[src/rtl/mycpu_defs.sv]
// rtl/mycpu_defs.sv - shared fetch-stage constants and PC FSM state encoding
package mycpu_defs;

    localparam logic [31:0] RESET_PC_DEFAULT   = 32'hBFC0_0000;
    localparam logic [31:0] EXC_VECTOR_DEFAULT = 32'hBFC0_0380;

    typedef enum logic [1:0] {
        ST_BOOT = 2'd0,
        ST_RUN  = 2'd1,
        ST_PEND = 2'd2
    } pc_state_e;

endpackage

[src/rtl/redirect_arb.sv]
// rtl/redirect_arb.sv - fixed-priority redirect select: exc > eret > taken branch > jump
module redirect_arb
    import mycpu_defs::*;
#(
    parameter logic [31:0] EXC_VECTOR = EXC_VECTOR_DEFAULT
) (
    input  logic        exc_valid,
    input  logic        eret_valid,
    input  logic [31:0] epc,
    input  logic        branch_valid,
    input  logic        branch_taken,
    input  logic [31:0] branch_target,
    input  logic        jump_valid,
    input  logic [31:0] jump_target,
    output logic        req,
    output logic        req_hi,
    output logic [31:0] target
);

    // req_hi marks the exc/eret class that may overwrite an already-latched redirect
    assign req_hi = exc_valid || eret_valid;
    assign req    = req_hi || (branch_valid && branch_taken) || jump_valid;

    always_comb begin
        target = 32'h0000_0000;
        if (exc_valid)
            target = EXC_VECTOR;
        else if (eret_valid)
            target = epc;
        else if (branch_valid && branch_taken)
            target = branch_target;
        else if (jump_valid)
            target = jump_target;
    end

endmodule

[src/rtl/pc_redirect_unit.sv]
// rtl/pc_redirect_unit.sv - fetch PC register, stall hold and pending-redirect FSM
module pc_redirect_unit
    import mycpu_defs::*;
#(
    parameter logic [31:0] RESET_PC   = RESET_PC_DEFAULT,
    parameter logic [31:0] EXC_VECTOR = EXC_VECTOR_DEFAULT
) (
    input  logic        clk,
    input  logic        resetn,
    input  logic        stall_f,
    input  logic        branch_valid,
    input  logic        branch_taken,
    input  logic [31:0] branch_target,
    input  logic        jump_valid,
    input  logic [31:0] jump_target,
    input  logic        exc_valid,
    input  logic        eret_valid,
    input  logic [31:0] epc,
    output logic [31:0] pc_f,
    output logic [31:0] pc_plus8,
    output logic        inst_sram_en,
    output logic        redirect,
    output logic        addr_err_f
);

    pc_state_e   state;
    logic [31:0] pend_target;
    logic        req;
    logic        req_hi;
    logic [31:0] target;

    redirect_arb #(
        .EXC_VECTOR (EXC_VECTOR)
    ) u_arb (
        .exc_valid     (exc_valid),
        .eret_valid    (eret_valid),
        .epc           (epc),
        .branch_valid  (branch_valid),
        .branch_taken  (branch_taken),
        .branch_target (branch_target),
        .jump_valid    (jump_valid),
        .jump_target   (jump_target),
        .req           (req),
        .req_hi        (req_hi),
        .target        (target)
    );

    assign pc_plus8   = pc_f + 32'd8;
    assign addr_err_f = (pc_f[1:0] != 2'b00);

    always_ff @(posedge clk or negedge resetn) begin
        if (!resetn) begin
            state        <= ST_BOOT;
            pc_f         <= RESET_PC;
            pend_target  <= 32'h0000_0000;
            inst_sram_en <= 1'b0;
            redirect     <= 1'b0;
        end else begin
            case (state)
                ST_BOOT: begin
                    state        <= ST_RUN;
                    inst_sram_en <= 1'b1;
                    redirect     <= 1'b0;
                end
                ST_RUN: begin
                    if (!stall_f) begin
                        pc_f     <= req ? target : pc_f + 32'd4;
                        redirect <= req;
                    end else begin
                        redirect <= 1'b0;
                        if (req) begin
                            pend_target <= target;
                            state       <= ST_PEND;
                        end
                    end
                end
                ST_PEND: begin
                    if (stall_f) begin
                        redirect <= 1'b0;
                        // older branch/jump keeps its slot; only exc/eret may replace it
                        if (req_hi)
                            pend_target <= target;
                    end else begin
                        pc_f     <= req_hi ? target : pend_target;
                        redirect <= 1'b1;
                        state    <= ST_RUN;
                    end
                end
                default: begin
                    state    <= ST_BOOT;
                    redirect <= 1'b0;
                end
            endcase
        end
    end

endmodule

[config.mk]
export PLATFORM = sky130hd
export DESIGN_NAME = pc_redirect_unit
export DESIGN_NICKNAME = d
export VERILOG_FILES = /design/src/rtl/mycpu_defs.sv /design/src/rtl/redirect_arb.sv /design/src/rtl/pc_redirect_unit.sv
export SDC_FILE = /design/constraint.sdc
export NUM_CORES = 1
export LEC_CHECK = 0
export ABC_AREA = 1
export CAP_MARGIN = 40
export CORE_ASPECT_RATIO = 0.9
export CORE_MARGIN = 2
export CORE_UTILIZATION = 40
export CTS_CLUSTER_SIZE = 16
export DETAILED_ROUTE_END_ITERATION = 10
export GPL_TIMING_DRIVEN = 0
export PLACE_DENSITY = 0.81
export SLEW_MARGIN = 25
export SYNTH_ARGS = -nofsm -noshare
export SYNTH_HDL_FRONTEND = slang
export SYNTH_HIERARCHICAL = 1
export SYNTH_SLANG_ARGS = --single-unit
export TNS_END_PERCENT = 100
[constraint.sdc]
create_clock -name clk -period 4.5 [get_ports clk]
set_input_delay 0.9 -clock clk [delete_from_list [all_inputs] [get_ports clk]]
set_output_delay 0.9 -clock clk [all_outputs]
set_load 0.02 [all_outputs]
==> key figures, run 1 <==
Routing
  – Routed Antenna Nets: 0
  – DRC viols: 0
  – Routed len/inst: 15.2 um
  – DRT Wirelength: 21.0 mm
  – DR pass1 iterations: 5
  – Via count: 7277
  – First DRT Iteration DRCs: 766
  – Via density: 5.29

Clocking
  – Clk pin slew, worst setup/hold paths: 0.05 ns
  – Max clock buf depth: 2
  – Clock buffer count from CTS: 9
  – H-tree levels: 3
  – CTS tree: yes
  – Latest clock arrival within the worst-skew pair: 0.35 ns
  – Sink Count: 68
  – Post-cts gate resize count: 0
  – Root Driver: clkbuf_16
  – # hold bufs at CTS: 0
  – Post-CTS Setup Bufs: 0

STA
  – RSZ-0062 raised after global routing: false
  – Max-slew violations: 0
  – F_max: 279 MHz
  – Setup TNS after final layout: 0 ns
  – Final Critical Period: 3.58 ns
  – Final clock skew: 0.00806 ns
  – Period utilization: 79.6%
  – Final setup viols: 0
  – Final hold vios: 0
  – Worst slew margin: 55.6%
  – Tightest Pin Transition: 0.665 ns

Worst setup path
  – CP endpoint kind: primary output
  – WP data required: about 3.6 ns
  – Kind of critical path: flip-flop to primary output
  – CP max FO: 6
  – Crit-path max cell delay: ~0.6 ns
  – Cell Chain, Critical Path: ha_1 > nand2_1 > nor2_2 > nand2_2 > nor2_4 > nand2_2 > nor2_1 > xor2_1 > clkdlybuf4s50_1
  – WP data arrival: roughly 2.7 ns
  – Top cell by count, worst path: nand2_2
  – WP buf/inv: 1
  – Worst path top cell family by delay: simple AND/OR/NAND/NOR gates
  – Setup slack, reg-to-reg: 2.45 ns
  – CP Launch Type: flip-flop
  – Worst path slowest cell: clkdlybuf4s50_1

Layout
  – Nets: 1282
  – Antenna cells: 0
  – Multi-input logic area: 3660 um2
  – Register area: 1710 um2
  – Layout fillers: ~1400
  – Syn-to-layout area delta: 36.5%
  – Share of cells above drive strength 1: approximately 9.1%
  – Most frequent cells in the layout: nand2_1, clkdlybuf4s50_1, nor2_1, nand3_1, inv_1
  – Commonest non-fill, non-tap cell in the layout: nand2_1
  – Finished Core Util: ~56%

Synthesis
  – Avg Synthesized Cell Area: a little over 6 um2
  – Post-synthesis cell area: 6040 um2
  – Post-synth top area cell: dfrtp_1
  – Seq/Total Area, Yosys: between 20% and 30%
  – Seq cells post-synth: 68
  – Yosys Warn Count: 6
  – Largest cells by area after synthesis: dfrtp_1, nand2_1, nor2_1
  – Distinct cell type count after synthesis: 32
  – Post-Synthesis Net Count: 1103
  – Share of the synthesized area in the top cell type: between 20% and 30%
  – Post-Syn Instances: 994

Die
  – Starting density of the core: 40.9%
  – # IOs: between 150 and 200
  – Rows: 42
  – Die Y: between 100 and 150 um
  – Die W: 134 um
  – Placeable core area: ~15000 um2
  – Die Footprint: 16100 um2

Power and ir drop
  – Leakage: 3.88 nW
  – Power Density: 597 nW/um2
  – Peak VDD IR: 432 uV

Hold path
  – Worst hold path type: input port to asynchronous set/reset pin

Global routing
  – Largest net degree at the start of global routing: 47
  – Antenna violations before repair: 0
  – Grt total ovfl: 0
  – Tot GR Track Use: 26.3%
  – Vias in the first global route: between 6000 and 7000
  – First-pass GRT wire length: around 34 mm

Job
  – Max-cap viol count: 0

Outcome
  – Outcome: complete, no violations

Placed design
  – DPL Wire Length: 16.0 mm
  – I/O Buffers: 167
  – GPL Wtd Cong: 0.909
[report_power, final]
part	switching (W)	internal [W]
registers	0.000335	0.000926
clock network	0.000268	0.000389
logic	0.00178	0.00123
total	0.00238	0.00255
[worst paths after layout]
kind / start / cells after the start / to
worst min register to register: inst_sram_en / 1 / inst_sram_en
min in group clk: inst_sram_en / 1 / inst_sram_en
worst min-delay path: resetn / 1 / pend_target[27]
max in group asynchronous: resetn / 2 / pend_target[3]
worst max register to register: state[0] / 8 / pend_target[13]
worst max-delay path: pc_f[4] / 9 / pc_plus8[25]
[synthesized netlist by cell type (all sizes together)]
| master | count |
|---|---|
| a31oi | 7 |
| a21oi | 66 |
| inv | 98 |
| mux2 | 2 |
| buf | 38 |
| o21ai | 77 |
| ha | 5 |
| a22oi | 3 |
| clkbuf | 21 |
| dfrtp | 59 |
| xor2 | 28 |
| nor2 | 175 |
| dfstp | 9 |
| nand3 | 101 |
| o22ai | 7 |
| xnor2 | 2 |
| nand3b | 1 |
| nand4 | 1 |
| nor3 | 3 |
| or2 | 2 |
| o21a | 15 |
| nand2 | 274 |
[final cells by class]
class / instances / area share, %
Timing Repair Buffer: 168 / 20.6
Multi-Input combinational cell: 769 / 44.4
Buffer: 59 / 3.62
Inverter: 98 / 4.46
Sequential cell: 68 / 20.8
Tap cell: 198 / 3.00
Clock buffer: 16 / 3.17
[registers in the layout, summed over array words and instances (netlist names)]
| register | cells |
|---|---|
| pend_target | 32 |
| pc_f | 32 |
| state | 2 |
| inst_sram_en | 1 |
| redirect | 1 |
[metrics by stage]
stage / area, um2 / worst slack [ns] / std cells / hold WS [ns] / total power, W
floorplan: 6040 / 1.80 / 994 / 0.437 / 0.00304
global placement: 7960 / 0.199 / 1359 / 0.449 / 0.00417
detailed placement: 7990 / 1.17 / 1360 / 0.454 / 0.00423
CTS: 8250 / 0.908 / 1376 / 0.460 / 0.00489
global route: 8250 / 0.750 / 1376 / 0.462 / 0.00529
finish: 8250 / 0.918 / 1376 / 0.451 / 0.00492
[per-layer routing]
metal,wire [um],track usage [%],vias to the layer above
li1,-,-,3524
met1,8900,34.3,3362
met2,9780,43.5,339
met3,1720,5.95,52
met4,560,8.38,0
met5,0,0,-
[cells by family after synthesis]
| logic type | share of synthesized area, % |
|---|---|
| xor+xnor | 4.35 |
| buf+inv | 11.0 |
| flops | 28.3 |
| fa+ha+maj | 1.03 |
| compound gates | 15.5 |
| simple gates | 39.4 |
| mux | 0.373 |
No activity file was read; power rests on OpenSTA's default activity.
==> run 2, diff against run 1 <==
Clock period 4.5 ns to 3.4 ns, I/O delays scaled along.
==> run 2 against run 1 <==
Compared with the run above: setup slack worse by 0.83 ns; highest routed layer unchanged; worst hold slack lost 0.22 ns; non-clock buffer count unchanged; clock power rose by 33%; sequential share of layout area hardly changed; largest power group unchanged; routed wire length is 0.19% lower; critical path depth unchanged.
==> key figures, run 2 (synthesis results as in run 1) <==
Layout
  – Antenna cells: 0
  – Commonest non-fill, non-tap cell in the layout: nand2_1
  – Largest registers: pc_f (32), pend_target (32), state (2)
  – Register area: 1710 um2
  – Layout fillers: 1425
  – Most frequent cells in the layout: nand2_1, clkdlybuf4s50_1, nor2_1, nand3_1, inv_1
  – Non-filler cells, final: ~1400
  – Nets: 1282
  – Syn-to-layout area delta: 36.6%
  – Multi-input logic area: 3670 um2
  – Share of cells above drive strength 1: 9.17%

Global routing
  – Largest net degree at the start of global routing: 47
  – Grt total ovfl: 0
  – Antenna violations before repair: 0
  – Vias in the first global route: 6863
  – Tot GR Track Use: 26.3%
  – First-pass GRT wire length: 33.6 mm

Power and ir drop
  – Leakage: 3.88 nW
  – Power Density: about 800 nW/um2
  – Total power: 0.00652 W
  – Peak VDD IR: 572 uV

Clocking
  – Max clock buf depth: 2
  – Clk pin slew, worst setup/hold paths: 0.05 ns
  – # hold bufs at CTS: 0
  – Root Driver: clkbuf_16
  – Post-cts gate resize count: 0
  – H-tree levels: 3
  – CTS tree: yes
  – Post-CTS Setup Bufs: 0
  – Clock buffer count from CTS: 9
  – Sink Count: between 60 and 70
  – Latest clock arrival within the worst-skew pair: between 0.3 and 0.4 ns

Routing
  – DRT Wirelength: 20.9 mm
  – Routed Antenna Nets: 0
  – DR pass1 iterations: 5
  – Via count: 7232
  – First DRT Iteration DRCs: around 770
  – Routed len/inst: ~15 um
  – Via density: 5.26
  – DRC viols: 0

STA
  – Final setup viols: 0
  – Final clock skew: about 0.0084 ns
  – Period utilization: 97.5%
  – Tightest Pin Transition: 0.684 ns
  – F_max: 302 MHz
  – RSZ-0062 raised after global routing: false
  – Max-slew violations: 0
  – Final setup margin: 0.0834 ns
  – Final Critical Period: 3.32 ns
  – Final hold vios: 0
  – Worst slew margin: 54.4%
  – Setup TNS after final layout: 0 ns
  – Worst Hold Slack: 0.231 ns

Die
  – Die Y: 121 um
  – Starting density of the core: about two fifths
  – Placeable core area: roughly 15000 um2
  – Die Footprint: 16100 um2
  – Rows: 42
  – Die W: 134 um
  – # IOs: 171

Worst setup path
  – CP endpoint kind: primary output
  – WP data required: approximately 2.7 ns
  – CP Launch Type: flip-flop
  – CP max FO: 6
  – WP buf/inv: 1
  – Cell Chain, Critical Path: nand3_2 > nor2_2 > nand2_1 > nor2_2 > nand2_2 > nor2_2 > nand2_1 > xor2_1 > clkdlybuf4s50_1
  – Crit-path max cell delay: 0.62 ns
  – Top cell by count, worst path: nor2_2
  – WP data arrival: 2.64 ns
  – Kind of critical path: flip-flop to primary output
  – Worst path slowest cell: clkdlybuf4s50_1
  – Worst path top cell family by delay: simple AND/OR/NAND/NOR gates

Placed design
  – Inst Count DP: 1360
  – I/O Buffers: approximately 170
  – DPL Wire Length: 16.0 mm
  – GPL Wtd Cong: approximately 0.91
  – Pre-CTS setup slack: 0.288 ns

Job
  – Max-cap viol count: 0

Outcome
  – Outcome: complete, no violations

Hold path
  – Worst hold path type: input port to asynchronous set/reset pin
-- run 2: cell types whose count changed in the layout (fill, tap and decap cells not counted), sizes merged --
cell	before	now
clkdlybuf4s50	166	165
dlymetal6s2s	0	1
-- run 2: path summary, 6_finish.rpt --
kind	from	endpoint	slack (ns)	cells after the start
worst min-delay path	resetn	pend_target[27]	0.23	1
min in group clk	inst_sram_en	inst_sram_en	0.47	1
max in group asynchronous	resetn	pc_f[4]	2.61	2
worst max register to register	state[0]	pend_target[13]	1.36	8
worst min register to register	inst_sram_en	inst_sram_en	0.47	1
worst max-delay path	pc_f[4]	pc_plus8[28]	0.08	9
-- run 2: worst register-to-register path, stage by stage (launching register included) --
cell and delay, ns:
dfrtp_1 0.38, inv_1 0.08, ha_1 0.23, inv_2 0.14, nor2_1 0.10, nor3_4 0.34
clkbuf_1 0.38, o21ai_0 0.21, nand2_1 0.11
-- run 2: area by class of cell --
type	instances	area share (%)
well taps	198	3.00
plain buffers	59	3.62
clock buffers	16	3.17
repair buffers	168	20.6
flip-flops and latches	68	20.7
inverters	98	4.46
multi-input cells	769	44.4
-- run 2: metal layers --
layer  vias to the layer above  track usage [%]  wire (um)
li1                       3523                -          -
met1                      3332             34.3       8830
met2                       335             43.5       9800
met3                        42             5.95       1780
met4                         0             8.38        512
met5                         -                0          0
-- run 2: metrics by stage --
stage	instance area, um2	utilization [%]
floorplan	6040	-
global placement	7960	53.9
detailed placement	7990	54.1
CTS	8250	55.9
global route	8260	55.9
finish	8260	55.9
-- run 2: report_power, final --
group	internal, W	leakage [nW]	switching [W]
Clock	0.000515	0.125	0.000356
Combinational	0.00163	2.95	0.00235
Sequential	0.00123	0.805	0.000440
Total	0.00337	3.88	0.00315
==> run 3, diff against run 2 <==
Settings changed: CORE_MARGIN 2 to 5, CORE_UTILIZATION 40 to 35, PLACE_DENSITY 0.81 to 0.74.
==> run 3 against run 2 <==
Compared with the run above: fmax increased by 2.7%; combinational power is essentially flat; die area rose by 24%; power about the same; largest power group unchanged; via count is 0.40% lower; highest routed layer unchanged; global-route usage shrank 4.9 points; core utilization fell by 6.9 points; cell count up 2.7%; critical path depth fell by 1; clock skew is 0.00078 ns lower; sequential share of layout area is 0.10 points lower; worst hold slack lost 0.0079 ns.
==> key figures, run 3 (synthesis results as in run 1) <==
Outcome
  – Outcome: complete, no violations

Routing
  – DRT Wirelength: 21.7 mm
  – Routed Antenna Nets: 0
  – First DRT Iteration DRCs: 640
  – DR pass1 iterations: 6
  – DRC viols: 0
  – Via density: around 5.1
  – Routed len/inst: 15.4 um
  – Via count: slightly above 7000

Worst setup path
  – Worst path slowest cell: clkdlybuf4s50_1
  – WP data required: between 2 and 3 ns
  – WP data arrival: approximately 2.6 ns
  – WP buf/inv: 2
  – CP endpoint kind: primary output
  – Cell Chain, Critical Path: nand2_1 > nor2_2 > inv_2 > nor2_2 > nand2_1 > nor2_1 > xor2_1 > clkdlybuf4s50_1
  – Crit-path max cell delay: 0.61 ns
  – Worst path top cell family by delay: simple AND/OR/NAND/NOR gates
  – CP Launch Type: flip-flop
  – Kind of critical path: flip-flop to primary output
  – CP max FO: 7

Power and ir drop
  – Psw: 0.00315 W
  – Sequential share of power: 25.6%
  – Sw frac: between 40% and 50%
  – Leakage: 3.90 nW
  – Int Power: roughly 0.0034 W
  – Peak VDD IR: approximately 730 uV
  – Clock power frac: 13.0%
  – Power Density: around 780 nW/um2
  – Comb power frac: 61.3%

STA
  – Tightest Pin Transition: 0.624 ns
  – Final clock skew: 0.00760 ns
  – RSZ-0062 raised after global routing: false
  – Final Critical Period: between 3 and 4 ns
  – F_max: 310 MHz
  – Final hold vios: 0
  – Worst Hold Slack: 0.223 ns
  – Final setup viols: 0
  – Max-slew violations: 0
  – Worst slew margin: 58.4%
  – Setup TNS after final layout: 0 ns
  – Period utilization: 94.9%

Layout
  – Largest registers: pc_f (32), pend_target (32), state (2)
  – Non-filler cells, final: roughly 1400
  – Antenna cells: 0
  – Post-route cell area: 8310 um2
  – Nets: 1282
  – Syn-to-layout area delta: 37.5%
  – Commonest non-fill, non-tap cell in the layout: nand2_1
  – Most frequent cells in the layout: nand2_1, clkdlybuf4s50_1, nor2_1, nand3_1, inv_1
  – Layout fillers: approximately 1700
  – Share of cells above drive strength 1: a little under a tenth

Die
  – Die Y: 135 um
  – Die W: 149 um
  – # IOs: 171
  – Starting density of the core: 35.7%
  – Die Footprint: 20000 um2
  – Rows: 45
  – Placeable core area: 16900 um2

Clocking
  – Latest clock arrival within the worst-skew pair: 0.33 ns
  – Clock buffer count from CTS: 9
  – H-tree levels: 3
  – Max clock buf depth: 2
  – Sink Count: 68
  – CTS tree: yes
  – Clk pin slew, worst setup/hold paths: 0.06 ns
  – Root Driver: clkbuf_16

Global routing
  – Largest net degree at the start of global routing: 53
  – Vias in the first global route: 6920
  – Antenna violations before repair: 0
  – Tot GR Track Use: between 20% and 30%
  – Grt total ovfl: 0
  – First-pass GRT wire length: roughly 35 mm

Placed design
  – DPL Wire Length: 17.3 mm
  – GPL Wtd Cong: ~0.9
  – Inst Count DP: 1397
  – I/O Buffers: roughly 170
  – Placed Area: 8040 um2

Job
  – Max-cap viol count: 0

Hold path
  – Worst hold path type: input port to asynchronous set/reset pin
-- run 3: repair_timing --
item,4_1_cts,5_1_grt
hold buffers,0,0
buffers inserted,0,0
setup endpoints to repair,1,2
gates resized for setup,2,4
-- run 3: path summary, 6_finish.rpt --
check | from | end | slack, ns | cells past startpoint
worst max register to register | pc_f[4] | pc_f[29] | 1.37 | 9
min in group clk | pend_target[15] | pend_target[15] | 0.47 | 2
max in group asynchronous | resetn | pc_f[31] | 2.56 | 2
worst min-delay path | resetn | pend_target[27] | 0.22 | 1
worst max-delay path | pc_f[8] | pc_plus8[22] | 0.17 | 8
worst min register to register | pend_target[15] | pend_target[15] | 0.47 | 2
-- run 3: layout make-up --
class | instances | area, um2 | share of cell area [%]
inverter | 98 | 368 | 4.43
clock buffer | 13 | 250 | 3.01
sequential | 68 | 1720 | 20.6
clock inverter | 3 | 15.0 | 0.181
tap | 235 | 294 | 3.54
buffer | 59 | 299 | 3.60
multi-input combinational | 769 | 3670 | 44.1
timing repair buffer | 168 | 1700 | 20.5
-- run 3: routing by layer --
| layer | part of all wire [%] | routed length (um) | track usage, % | up-vias |
|---|---|---|---|---|
| met2 | 48 | 10400 | 36.3 | 280 |
| li1 | - | - | - | 3525 |
| met5 | 0 | 0 | 0 | - |
| met3 | 7.7 | 1680 | 3.96 | 36 |
| met4 | 1.9 | 403 | 5.28 | 0 |
| met1 | 42 | 9220 | 28.2 | 3362 |
-- run 3: per-stage QoR --
step / utilization (%) / power [W] / worst slack, ns
after floorplan: - / 0.00402 / 0.922
after global placement: 47.3 / 0.00558 / -0.747
after detailed placement: 47.4 / 0.00566 / 0.254
after CTS: 49.0 / 0.00651 / 0.0927
after global routing: 49.0 / 0.00701 / 0.0106
final: 49.0 / 0.00651 / 0.172
-- run 3: power groups by stage --
stage	clock, W	combinational, W	sequential [W]
finish	0.000850	0.00400	0.00167
global route	0.000884	0.00440	0.00173
CTS	0.000850	0.00400	0.00166
detailed placement	0	0.00399	0.00167
global placement	0	0.00392	0.00166
floorplan	0	0.00226	0.00176
